`src/rtl/instruction_loader_ctrl.sv`:
```
// Loads 32-bit words from a UART byte stream into instruction memory,
// then gates pipeline execution in run or single-step mode.
module instruction_loader_ctrl #(
  parameter int          NBITS     = 32,
  parameter int          TAM       = 256,
  parameter int          ADDR_W    = 8,
  parameter logic [31:0] HALT_WORD = 32'hFFFFFFFF
) (
  input  logic              i_clk,
  input  logic              i_reset,
  input  logic [7:0]        i_rx_data,
  input  logic              i_rx_valid,
  output logic              o_rx_ready,
  input  logic              i_halt,
  output logic              o_step,
  output logic [NBITS-1:0]  o_address_memory_ins,
  output logic [NBITS-1:0]  o_instruction,
  output logic              o_write_intruc,
  output logic [ADDR_W:0]   o_loaded_count,
  output logic              o_load_full,
  output logic [2:0]        o_state
);

  typedef enum logic [2:0] {
    IDLE     = 3'd0,
    LOAD     = 3'd1,
    WR_SETUP = 3'd2,
    WR_PULSE = 3'd3,
    WR_HOLD  = 3'd4,
    READY    = 3'd5,
    RUN      = 3'd6,
    STEP     = 3'd7
  } state_t;

  localparam logic [7:0] CMD_L = 8'h4C;
  localparam logic [7:0] CMD_C = 8'h43;
  localparam logic [7:0] CMD_S = 8'h53;
  localparam logic [ADDR_W:0] TAM_C = (ADDR_W+1)'(TAM);

  state_t            state, next;
  logic [ADDR_W:0]   cnt;
  logic [ADDR_W:0]   cnt_inc;
  logic [ADDR_W-1:0] addr_q;
  logic [1:0]        idx;
  logic [31:0]       word;
  logic [31:0]       word_next;
  logic [NBITS-1:0]  instr_q;
  logic [ADDR_W:0]   loaded;
  logic              full;
  logic              rdy;
  logic              accept;
  logic              start;

  assign rdy       = (state == IDLE) || (state == LOAD) || (state == READY);
  assign accept    = i_rx_valid & rdy;
  assign cnt_inc   = cnt + 1'b1;
  assign word_next = {word[23:0], i_rx_data};

  always_comb begin
    next  = state;
    start = 1'b0;
    unique case (state)
      IDLE: begin
        if (accept && i_rx_data == CMD_L) begin
          start = 1'b1;
          next  = LOAD;
        end
      end
      LOAD: begin
        if (accept && idx == 2'd3) next = WR_SETUP;
      end
      WR_SETUP: next = WR_PULSE;
      WR_PULSE: next = WR_HOLD;
      WR_HOLD: begin
        if (word == HALT_WORD || cnt_inc == TAM_C) next = READY;
        else next = LOAD;
      end
      READY: begin
        if (accept) begin
          unique case (1'b1)
            i_rx_data == CMD_L: begin
              start = 1'b1;
              next  = LOAD;
            end
            i_rx_data == CMD_C: next = RUN;
            i_rx_data == CMD_S: next = STEP;
            default: next = READY;
          endcase
        end
      end
      RUN: begin
        if (i_halt) next = READY;
      end
      STEP: next = READY;
      default: next = IDLE;
    endcase
  end

  always_ff @(posedge i_clk) begin
    if (!i_reset) begin
      state   <= IDLE;
      cnt     <= '0;
      addr_q  <= '0;
      idx     <= '0;
      word    <= '0;
      instr_q <= '0;
      loaded  <= '0;
      full    <= 1'b0;
    end else begin
      state <= next;
      if (start) begin
        cnt    <= '0;
        idx    <= '0;
        loaded <= '0;
        full   <= 1'b0;
      end
      if (state == LOAD && accept) begin
        word <= word_next;
        idx  <= idx + 2'd1;
        // latch address/data here so they hold steady across the strobe
        if (idx == 2'd3) begin
          addr_q  <= cnt[ADDR_W-1:0];
          instr_q <= NBITS'(word_next);
        end
      end
      if (state == WR_HOLD) begin
        cnt    <= cnt_inc;
        loaded <= cnt_inc;
        if (word != HALT_WORD && cnt_inc == TAM_C) full <= 1'b1;
      end
    end
  end

  assign o_rx_ready           = rdy & i_reset;
  assign o_step               = (state == RUN) || (state == STEP);
  assign o_write_intruc       = (state == WR_PULSE);
  assign o_address_memory_ins = NBITS'(addr_q);
  assign o_instruction        = instr_q;
  assign o_loaded_count       = loaded;
  assign o_load_full          = full;
  assign o_state              = state;

endmodule

```
`config.mk`:
```
export PLATFORM = sky130hd
export DESIGN_NAME = instruction_loader_ctrl
export DESIGN_NICKNAME = d
export VERILOG_FILES = /design/src/rtl/instruction_loader_ctrl.sv
export SDC_FILE = /design/constraint.sdc
export NUM_CORES = 1
export LEC_CHECK = 0
export CORE_MARGIN = 1.5
export CORE_UTILIZATION = 30
export CTS_CLUSTER_DIAMETER = 120
export DETAILED_ROUTE_END_ITERATION = 16
export HOLD_SLACK_MARGIN = 0.12
export PLACE_DENSITY = 0.5
export SYNTH_ARGS = -nofsm -noshare
export SYNTH_HDL_FRONTEND = slang
export SYNTH_SLANG_ARGS = --single-unit
```
`constraint.sdc`:
```
create_clock -name i_clk -period 4.3 [get_ports i_clk]
set_clock_uncertainty 0.2 [all_clocks]
set_input_delay 0.645 -clock i_clk [delete_from_list [all_inputs] [get_ports i_clk]]
set_output_delay 0.645 -clock i_clk [all_outputs]
set_load 0.03 [all_outputs]
```
# After elaboration in Yosys (flattened, before gate mapping)
# Cells that the tools add are included.
# op_classes
bitwise,2
reduce_logical,13
n_eq_ne,18
add_sub_neg,2
muxes,18
# op_table
operator,count
== test 32 bit (second input constant),1
inequality test 32 bit (second input constant),1
== test 8 x 7 -> 1 bit (second input constant),3
one-hot mux 3 bit (8 select lines),1
two-way mux 9 bit,2
two-way mux 3 bit,5
== test 3 bit (second input constant),4
adder 9 x 1 -> 9 bit (second input constant),1
== test 9 bit (second input constant),1
one-hot mux 3 bit (3 select lines),1
== test 3 x 2 -> 1 bit (second input constant),2
two-way mux 1 bit,6
logical AND 1 bit,4
logical OR 1 bit,4
two-way mux 2 bit,2
inequality test 2 x 1 -> 1 bit (second input constant),2
inequality test 2 bit (second input constant),2
AND reduction 4 bit,1
nonzero test 2 bit,2
== test 3 x 1 -> 1 bit (second input constant),1
zero test 3 bit,1
adder 2 x 1 -> 2 bit (second input constant),1
bitwise AND 1 bit,2
== test 2 bit (second input constant),1
2 further kinds,2
# totals
input_bits,12
word_cells,60
regBits,87
output_inout_bits,80

# Depth between registers and ports, before layout
# Gate-level depths: netlist (run 1).
# depth
depth_word,10
depth_mapped,9
ltp_nobuf,6

# Worst setup path before layout (run 1)
# Ideal clock, no wire load.
# synth_path
kind,input -> output
from,in i_reset
to,out o_rx_ready
setup_slack_ps,1725
cell_stages,4
required_time_ps,3455
arrival_time_ps,1730
n_path_buf,2
cell_sequence,clkbuf_8 > inv_2 > clkbuf_1 > nor3_1
# synth_between
elab_chain_cells,1
# synth_rtl
item,line,text
"start, declared",10,"input logic i_reset,"
bitwise AND 1 bit,134,assign o_rx_ready = rdy & i_reset;
"end, declared",13,"output logic o_rx_ready,"
# No other way between the ends.

# Final worst setup path (run 1)
# Ends and elaborated chain as after synthesis.

==> impl_metrics.tcl, run 1 <==
set metrics [dict create \
    clkLatencyLatePin_ps 340 \
    track_usage_pct 15.21 \
    drt-initial-drc-count 213 \
    path_depth 4 \
    ctsHoldBuffers 0 \
    utilization_pct 38.74 \
    dpl_worst_slack_ps 1101 \
    synthArstFlopShare_pct 0 \
    rr_worst_depth 7 \
    setup_slack_ps 1197 \
    post_synth_num_cell_types 56 \
    period_needed_ps 3103 \
    drt-total-wl_um 9863 \
    synthCells 482 \
    critPathCaptureType "output port" \
    syn_area_per_cell_um2 7.899 \
    synth_top_area_cell "dfxtp_1" \
    finalHoldViolCount 0 \
    cts_setup_buffers 0 \
    insertedDiodeCount 0 \
    crit_path_start_kind "input pin" \
    tightestPinTransition_ps 877.7 \
    die_x_um 115.7 \
    rows 40 \
    p_per_area_mw_per_mm2 374.2 \
    grt_overflow 0 \
    reg2reg_to "o_instruction[1]" \
    cp.arrival_ps 2260 \
    synth-main-ff-cell "dfxtp_1" \
    synthTopCellsByArea "dfxtp_1 46%, nand2_1 15%, a21oi_1 12%, buf_4 4.9%, clkbuf_1 1.9%" \
    cpMostUsedCell "clkdlybuf4s50_1" \
    viasPerCell 4.786 \
    grt_antenna_before_repair 0 \
    p_total_mw 1.770 \
    drc 0 \
    place.gp.congestion 0.7741 \
    start_util_pct 31.18 \
    cts_tree "yes" \
    vdd.ir_drop.worst_v 0.0001773 \
    cts.root.buffer_cell "clkbuf_16" \
    stdcell_count 706 \
    rsz0062_at_grt "false" \
    dpl.hpwl_um 6464 \
    post-route-period-util_pct 72.16 \
    postRouteAntennaNets 0 \
    syn_area_mm2 0.003807 \
    layout.nets 548 \
    drv_cap 0 \
    path_max_fanout 9 \
    reg2reg_from "o_state[2]" \
    area_growth_syn_to_layout_pct 24.25 \
    htree_levels 3 \
    dp_cells 690 \
    core_area_mm2 0.01221 \
    cts_buffers 9 \
    whs_endpoint "o_instruction[21]" \
    cts_resized 0 \
    dpl-instance-area_mm2 0.004449 \
    cp_cell_sequence "clkdlybuf4s50_1 -> inv_2 -> nor3_1 -> clkdlybuf4s50_1" \
    drtPass1Iterations 4 \
    numPortBuffers 67 \
    grt_pass1_vias 3164 \
    hp-start "o_instruction[21]" \
    clockBufferDepth 2 \
    reg2reg_slack_ps 1590 \
    final_cell_area_mm2 0.004731 \
    path_clk_slew_ps 70 \
    routed-via-count 3379 \
    cp_slowest_cell "clkdlybuf4s50_1" \
    yosysWarnings 0 \
    dieHeight_um 115.7 \
    grt_first_pass_wirelength_um 16150 \
    maxSlewHeadroom_pct 41.49 \
    layout_common_cells "155 x nand2_1, 88 x a21oi_1, 87 x dfxtp_1" \
    yosysSeqAreaShare_pct 45.74 \
    critical-path-max-stage-delay_ps 690 \
    grt_max_degree 82 \
    cp_num_buf_inv 3 \
    min-delay-path-class "flop to flop" \
    fin_setup_tns_ps 0 \
    final_common_cell "nand2_1" \
    fmax_mhz 322.3 \
    wl_per_cell_um 13.97 \
    synth_edf_count 0 \
    min_delay_path_depth 2 \
    leakage_nw 1.517 \
    dieArea_mm2 0.01338 \
    hold_ws_ps 255.3 \
    drive_above_1_share_pct 6.320 \
    ys_ff_latch 87 \
    cts_sinks 87 \
    slew_violations 0 \
    crit_type "input pin to output port" \
    cp_data_required_time_ps 3450 \
    setup_viol 0 \
    synth_top_area_share_pct 45.74 \
    crit_family "buffers and inverters" \
    status "finished, final reports clean" \
    io_pins 92 \
]
[layout make-up]
cell class                 count  area [um^2]
multi-input combinational    359         1767
sequential                    87         1742
clock buffer                  10        229.0
inverter                       2        7.507
clock inverter                 6        52.55
fill                        1317         7481
tap                          168        210.2
timing repair buffer          74        723.2
[registers in the layout, indices dropped and copies added (netlist names)]
signal	count
addr_q	8
idx	2
o_instruction	32
o_load_full	1
o_loaded_count	9
o_state	3
word	32
[where the power goes]
group | leakage (nW) | total, mW | switching, mW | internal [mW]
Combinational | 0.685 | 0.182 | 0.129 | 0.0536
Clock | 0.132 | 0.746 | 0.345 | 0.401
Sequential | 0.700 | 0.842 | 0.0227 | 0.819
Total | 1.52 | 1.77 | 0.496 | 1.27
[logic make-up after synthesis]
logic type / share of synthesized area (%)
XOR/XNOR: 0.6902
other: 0.09849
flip-flops: 45.74
multiplexers: 0.2957
AND/OR/NAND/NOR: 25.47
AO/OA/AOI/OAI: 16.60
buffers and inverters: 10.12
adder cells (fa/ha/maj): 0.9860
[tightest hold or removal path: stages (launching register included)]
cell	delay, ps
dfxtp_1	310
nand2_1	50
a21oi_1	50
[metal layers]
metal  wire, um  vias up  part of all wire, %  GRT usage, %
li1           -     1692                    -             -
met4        122        0                  1.2         4.634
met2       4361       82                   44         23.51
met5          0        -                    0             0
met3        433       11                  4.4         3.138
met1       4946     1594                   50         21.42
[worst max path at each step]
stage / from / to / slack, ps
finish: i_reset / o_rx_ready / 1200
global placement: i_rx_valid / o_instruction[10] / 1150
floorplan: i_reset / o_rx_ready / 1730
detailed placement: i_rx_valid / o_instruction[7] / 1100
global route: i_reset / o_rx_ready / 1120
CTS: i_reset / o_rx_ready / 1180
[cells in the mapped netlist, types with 2 or more instances]
master	n
a31oi_1	2
o21ai_0	8
or4_1	2
buf_2	5
nand3_1	9
buf_6	4
ha_1	3
and2_1	2
clkbuf_1	19
xnor2_1	2
nand2_1	155
dfxtp_1	87
nor4_1	4
nand2b_1	3
nand3b_1	2
clkbuf_8	3
nand4_1	9
nor3_1	7
nor3b_1	2
buf_4	25
a21oi_1	88
nor2_1	7
(Power assumes the default switching activity.)
==> inputs of run 2 (changes only) <==
--- a/config.mk
+++ b/config.mk
@@ -10,7 +10,7 @@
 export CTS_CLUSTER_DIAMETER = 120
 export DETAILED_ROUTE_END_ITERATION = 16
 export HOLD_SLACK_MARGIN = 0.12
-export PLACE_DENSITY = 0.5
+export PLACE_DENSITY = 0.52
 export SYNTH_ARGS = -nofsm -noshare
 export SYNTH_HDL_FRONTEND = slang
 export SYNTH_SLANG_ARGS = --single-unit
==> constraint.sdc (replaced) <==
create_clock -name i_clk -period 2.5 [get_ports i_clk]
set_clock_uncertainty 0.2 [all_clocks]
set_input_delay 0.375 -clock i_clk [delete_from_list [all_inputs] [get_ports i_clk]]
set_output_delay 0.375 -clock i_clk [all_outputs]
set_load 0.03 [all_outputs]
==> impl_metrics.tcl, run 2 (synthesis results as in run 1) <==
set metrics [dict create \
    dieArea_mm2 0.01338 \
    min-delay-path-class "flop to flop" \
    status "finished, final reports clean" \
    setup_slack_ps 88.86 \
    path_max_fanout 13 \
    track_usage_pct 15.12 \
    fmax_mhz 414.7 \
    path_clk_slew_ps 60 \
    viasPerCell 4.704 \
    cts_setup_buffers 0 \
    io_pins 92 \
    clockBufferDepth 2 \
    reg2reg_from "o_loaded_count[0]" \
    p_per_area_mw_per_mm2 663.0 \
    grt_pass1_vias 3168 \
    drtPass1Iterations 4 \
    period_needed_ps 2411 \
    grt_antenna_before_repair 0 \
    crit_path_start_kind "flop" \
    rsz0062_at_grt "false" \
    grt_first_pass_wirelength_um 15900 \
    drv_cap 0 \
    cts_tree "yes" \
    grt_max_degree 82 \
    start_util_pct 31.18 \
    cp_slowest_cell "clkdlybuf4s50_1" \
    dpl.hpwl_um 6756 \
    fin_setup_tns_ps 0 \
    postRouteAntennaNets 0 \
    layout.nets 564 \
    cts_sinks 87 \
    insertedDiodeCount 0 \
    clkLatencyLatePin_ps 340 \
    cp_cell_sequence "and2_1 -> clkdlybuf4s50_1" \
    cp_num_buf_inv 1 \
    area_growth_syn_to_layout_pct 28.56 \
    cp_data_required_time_ps 1920 \
    hp-start "addr_q[7]" \
    finalHoldViolCount 0 \
    cts.root.buffer_cell "clkbuf_16" \
    dpl-instance-area_mm2 0.004569 \
    crit_type "flop to output port" \
    vdd.ir_drop.worst_v 0.0003443 \
    grt_overflow 0 \
    final_cell_area_mm2 0.004895 \
    die_x_um 115.7 \
    numPortBuffers 67 \
    slew_violations 0 \
    critical-path-max-stage-delay_ps 670 \
    htree_levels 3 \
    post-route-period-util_pct 96.45 \
    tightestPinTransition_ps 843.6 \
    drt-total-wl_um 9847 \
    cp.arrival_ps 1840 \
    drive_above_1_share_pct 9.025 \
    dieHeight_um 115.7 \
    final_common_cell "nand2_1" \
    crit_family "buffers and inverters" \
    drt-initial-drc-count 185 \
    drc 0 \
    layout_common_cells "155 x nand2_1, 88 x a21oi_1, 86 x dfxtp_1" \
    core_area_mm2 0.01221 \
    critPathCaptureType "output port" \
    hold_ws_ps 251.8 \
    wl_per_cell_um 13.64 \
    ctsHoldBuffers 0 \
    rows 40 \
    crit_start "o_state[1]" \
    place.gp.congestion 0.8439 \
    dpl_worst_slack_ps 82.90 \
    routed-via-count 3396 \
    leakage_nw 1.625 \
    cts_resized 1 \
    cts_buffers 9 \
    setup_viol 0 \
    maxSlewHeadroom_pct 43.76 \
]
-- run 2: layer usage --
layer,vias to the layer above,global-route usage (%),part of all wire [%]
met4,0,7.480,2.4
met1,1559,20.53,48
met5,-,0,0
met3,16,2.615,4.3
met2,97,23.27,45
li1,1724,-,-
-- run 2: area by class of cell --
class | count | area (um^2)
Multi-Input combinational cell | 359 | 1767
Clock inverter | 4 | 77.57
Clock buffer | 12 | 246.5
Sequential cell | 87 | 1743
Fill cell | 1324 | 7317
Timing Repair Buffer | 90 | 843.3
Inverter | 2 | 7.507
Tap cell | 168 | 210.2
-- run 2: power breakdown --
part | internal, mW | switching (mW) | leakage [nW] | total, mW
Clock | 0.909 | 0.551 | 0.157 | 1.46
Combinational | 0.111 | 0.223 | 0.767 | 0.333
Sequential | 1.41 | 0.0405 | 0.701 | 1.45
Total | 2.43 | 0.814 | 1.62 | 3.25
-- run 2: worst reg2reg max path, delay by kind of cell (launching register included) --
kind,cells,cell delay (ps)
xor gates and xnor gates,1,120
and+or+nand+nor,3,910
DFF,1,330
adders and majority gates,1,310
AOI/OAI and AO/OA,1,190
-- run 2: metrics by stage --
| step | utilization, % | cells | power (mW) |
|---|---|---|---|
| detailed placement | 37.42 | 706 | 1.815 |
| CTS | 40.08 | 722 | 3.288 |
| global route | 40.08 | 722 | 3.375 |
| floorplan | - | 505 | 1.742 |
| finish | 40.08 | 722 | 3.245 |
| global placement | 37.42 | 706 | 1.812 |
-- run 2: final timing paths --
kind | slack [ps] | end | cells after the start
worst max register to register | 370 | o_state[2] | 6
worst min register to register | 250 | addr_q[7] | 2
worst max-delay path | 90 | o_write_intruc | 2
worst min-delay path | 250 | addr_q[7] | 2
